==> config.mk <==
export PLATFORM = sky130hd
export DESIGN_NAME = fibb_scan_ctrl
export DESIGN_NICKNAME = d
export VERILOG_FILES = /design/src/rtl/fibb_scan_ctrl.sv
export SDC_FILE = /design/constraint.sdc
export NUM_CORES = 1
export LEC_CHECK = 0
export ABC_AREA = 1
export CORE_UTILIZATION = 40
export CTS_CLUSTER_SIZE = 28
export DETAILED_ROUTE_END_ITERATION = 8
export PLACE_DENSITY = 0.75
export SETUP_SLACK_MARGIN = 0.2
export SLEW_MARGIN = 20
export SYNTH_ARGS = -nofsm -noshare
export SYNTH_HDL_FRONTEND = slang
export SYNTH_SLANG_ARGS = --single-unit
export TNS_END_PERCENT = 30
==> constraint.sdc <==
create_clock -name clk -period 1.7 [get_ports clk]
set_input_delay 0.17 -clock clk [delete_from_list [all_inputs] [get_ports clk]]
set_output_delay 0.17 -clock clk [all_outputs]
set_load 0.05 [all_outputs]
==> src/rtl/fibb_scan_ctrl.sv <==
// Sequencer that time-shares one 4-bit fibbinary checker across the
// nibbles of a wider word, MSB nibble first, with start/done handshake.
module fibb_scan_ctrl #(
  parameter int NIBBLES = 4
) (
  input  logic                         clk,
  input  logic                         reset,
  input  logic                         start,
  input  logic [4*NIBBLES-1:0]         word_in,
  output logic                         busy,
  output logic                         done,
  output logic [NIBBLES-1:0]           nib_mask,
  output logic [$clog2(NIBBLES+1)-1:0] nib_count,
  output logic                         word_ok,
  output logic                         chk_a,
  output logic                         chk_b,
  output logic                         chk_c,
  output logic                         chk_d,
  input  logic                         chk_f
);

  localparam int W  = 4 * NIBBLES;
  localparam int IW = $clog2(NIBBLES);
  localparam int CW = $clog2(NIBBLES + 1);

  typedef enum logic [1:0] {
    IDLE,
    SCAN,
    DONE
  } state_t;

  state_t               state;
  logic [W-1:0]         word;
  logic [IW-1:0]        idx;
  logic [NIBBLES-1:0]   acc_mask;
  logic [CW-1:0]        acc_count;
  logic                 bnd_ok;

  logic [3:0]           nib;
  logic [NIBBLES-1:0]   bnd_vec;
  logic [NIBBLES-1:0]   mask_nxt;
  logic [CW-1:0]        count_nxt;
  logic                 bnd_nxt;

  // bnd_vec[i]: LSB of nibble i+1 and MSB of nibble i are both set
  always_comb begin
    bnd_vec = '0;
    for (int i = 0; i < NIBBLES - 1; i++) begin
      bnd_vec[i] = word[4*i+4] & word[4*i+3];
    end
  end

  always_comb begin
    nib           = word[{idx, 2'b00} +: 4];
    mask_nxt      = acc_mask;
    mask_nxt[idx] = chk_f;
    count_nxt     = acc_count + CW'(chk_f);
    bnd_nxt       = bnd_ok & ~bnd_vec[idx];
  end

  assign busy = (state == SCAN);
  assign done = (state == DONE);
  assign {chk_a, chk_b, chk_c, chk_d} = busy ? nib : 4'h0;

  always_ff @(posedge clk or posedge reset) begin
    if (reset) begin
      state     <= IDLE;
      word      <= '0;
      idx       <= '0;
      acc_mask  <= '0;
      acc_count <= '0;
      bnd_ok    <= 1'b0;
      nib_mask  <= '0;
      nib_count <= '0;
      word_ok   <= 1'b0;
    end else begin
      unique case (state)
        IDLE, DONE: begin
          if (start) begin
            word      <= word_in;
            idx       <= IW'(NIBBLES - 1);
            acc_mask  <= '0;
            acc_count <= '0;
            bnd_ok    <= 1'b1;
            state     <= SCAN;
          end else begin
            state <= IDLE;
          end
        end
        SCAN: begin
          acc_mask  <= mask_nxt;
          acc_count <= count_nxt;
          bnd_ok    <= bnd_nxt;
          if (idx == '0) begin
            nib_mask  <= mask_nxt;
            nib_count <= count_nxt;
            word_ok   <= (&mask_nxt) & bnd_nxt;
            state     <= DONE;
          end else begin
            idx <= idx - 1'b1;
          end
        end
        default: state <= IDLE;
      endcase
    end
  end

endmodule

==> run summary <==
Cell row count = 23
Num CTS Buffers = 5
Compound-Gate Fraction of Synth Area = 0.122
Fmax = 611 MHz
Required @ worst endpoint = 1.53 ns
Status = completed
Hold_buf cts = 0
Hold Path Class = input pin to asynchronous set/reset pin
Starting Density = 0.423
Tcrit/Tclk final = 0.962
Clock Sinks = 36
Worst EP arrival = 1.47 ns
Routability cong. = 0.788
First-pass GRT wire length = 5870 um
Synth Register Bits = 36
TritonCTS clock tree = yes
Peak VDD IR = 0.00116 V
IO Pins = 34
Kind of critical path = register to primary output
Dpl ws = 0.157 ns
CP Max Fanout = 10
Initial antenna violation count = 0
Area occupied by multi-input gates = 714 um2
CTS clock-pin slew for the worst setup and hold paths = 0.07 ns
Die Y = 67.7 um
P_int = 0.00256 W
# fillers = 377
Max-cap viol count = 0
Relative slew slack = 0.665
Sequential share of the synthesized area = 0.522
Via count = 1426
Antenna diodes = 0
CTS max path bufs = 2
Final setup fails = 0
RSZ-0062 raised after global routing = true
Mapped Avg Cell Area = 8.42 um2
Total routed wirelength = 3520 um
Synth Area in Simple Gates = 0.232
PwrDens = 2070 nW/um2
Avg WL per Cell = 11.9 um
Measured slew at the worst slew-check pin = 0.502 ns
Worst Setup SP = idx[0]
FF+latch area = 902 um2
Slew Limit Fails = 0
Cells after Synth = 205
Unique masters post-synth = 20
WHS = 0.273 ns
Reg power frac = 0.305
DPL Wire Length = 2400 um
Mapped Area = 1730 um2
Yosys warns = 0
Clock H-tree levels = 2
Clock network power share = 0.119
FF-to-FF Start = idx[1]
Power consumption = 0.00475 W
DRT Pass-1 Iters = 5
Total GRT Usage = 0.179
Pleak = 1.19 nW
Clock skew = 0.00936 ns
Final ANT Viol Nets = 0
Total congestion overflow = 0
DIE WIDTH = 67.7 um
Area grow syn2layout = 32.6%
DR iter-0 viols = 77
CTS Root Cell = clkbuf_8
Switching share of total power = 0.461
Number of global-route vias before repair = 1327
PortBufs = 33
NetSw = 0.00219 W
Final setup margin = 0.0640 ns
CP startpoint kind = register
Inst Count DP = 286
Final min period = 1.64 ns
Post-synthesis adder-cell area fraction = 0.0435
Post-synthesis mux area share = 0
Layout cell share with drive strength beyond 1 = 0.178
Worst setup EP type = primary output
Vias per cell = 4.80
Main combinational cell family by area after synthesis = simple AND/OR/NAND/NOR gates
Core Footprint = 4090 um2
DRC = 0
Combinational power share = 0.576
Largest net degree at the start of global routing = 37
XOR/XNOR Fraction of Synth Area = 0.00507
Synth Net Count = 231
Non-Filler Instances = 297
Hold Fails Final Rpt = 0
Die area = 4580 um2
Clk_lat worst skew = 0.29 ns
Final #Nets = 273
[what timing repair did]
action / 4_1_cts / 5_1_grt
pin swaps: 3 / 2
resized for setup: 4 / 7
endpoints found under the setup margin: 10 / 17
setup buffers: 3 / 1
[per-stage QoR]
step	area (um2)	TNS, ns	utilization
5_1_grt	2290	-0.00886	0.560
3_3_place_gp	2160	0	0.528
3_5_place_dp	2160	0	0.528
4_1_cts	2270	0	0.555
6_report	2290	0	0.560
2_1_floorplan	1730	-0.0190	-
[layer usage]
layer,global-route usage,share of wire,wire length [um],up-vias
li1,-,-,-,732
met1,0.214,0.46,1620,652
met2,0.292,0.48,1680,37
met3,0.0524,0.049,173,5
met4,0.0878,0.014,49,0
met5,0,0,0,-
[worst max-delay path, stage by stage, from the launching register on]
cell and delay (ns):
dfrtp_2 0.44, buf_6 0.15, a21oi_2 0.12, o21ai_1 0.08
a21oi_2 0.21, buf_12 0.16
[final cells by class]
class | count | area share
clock buffer | 6 | 0.0317
clock inverter | 1 | 0.00219
inverter | 22 | 0.0372
multi-input combinational | 140 | 0.312
sequential | 36 | 0.394
tap | 50 | 0.0273
timing repair buffer | 42 | 0.196
[worst paths after layout]
path / slack (ns) / depth (start not counted) / end
setup / recovery: 0.06 / 5 / chk_d
hold / removal: 0.27 / 3 / word[6]
setup reg to reg: 0.27 / 7 / nib_mask[1]
hold reg to reg: 0.48 / 2 / word[9]
max in group asynchronous: 1.09 / 3 / idx[0]
min in group clk: 0.41 / 3 / word[2]
[Yosys cell counts (all sizes together)]
library cell,instances,share of area
nand2,77,0.17
dfrtp,36,0.52
o21ai,26,0.086
inv,22,0.048
nor2,10,0.031
a21oi,8,0.023
buf,7,0.028
nand3,7,0.020
ha,6,0.043
nand4,2,0.0072
o211ai,2,0.0087
o31ai,1,0.0043
xor2,1,0.0051
[cell usage in the layout (no fill, tap or decap), types with 5 or more instances in the layout]
cell / instances
a21oi_2: 5
nand2_1: 75
dfrtp_1: 35
ha_1: 6
clkbuf_8: 5
o21ai_1: 10
o21ai_2: 5
clkdlybuf4s50_1: 20
o21ai_0: 11
nand3_1: 7
inv_1: 16
nor2_1: 9
inv_2: 5
buf_12: 5
buf_4: 12
[logic make-up after synthesis]
kind of cell | count (synthesis)
compound gates | 37
buf+inv | 29
simple gates | 96
xor+xnor | 1
fa+ha+maj | 6
flops | 36
[registers in the layout, indices dropped and copies added, names as in the netlist]
signal	flops
acc_count	3
acc_mask	4
bnd_ok	1
idx	2
nib_count	3
nib_mask	4
state	2
word	16
word_ok	1
[power by group through the flow]
stage	combinational (W)	sequential (W)	clock, W
after floorplan	0.00154	0.00165	0
after global placement	0.00260	0.00144	0
after detailed placement	0.00262	0.00145	0
after CTS	0.00272	0.00144	0.000581
after global routing	0.00301	0.00149	0.000611
final	0.00273	0.00145	0.000566
Note: power is estimated with default switching activity, not from simulation.
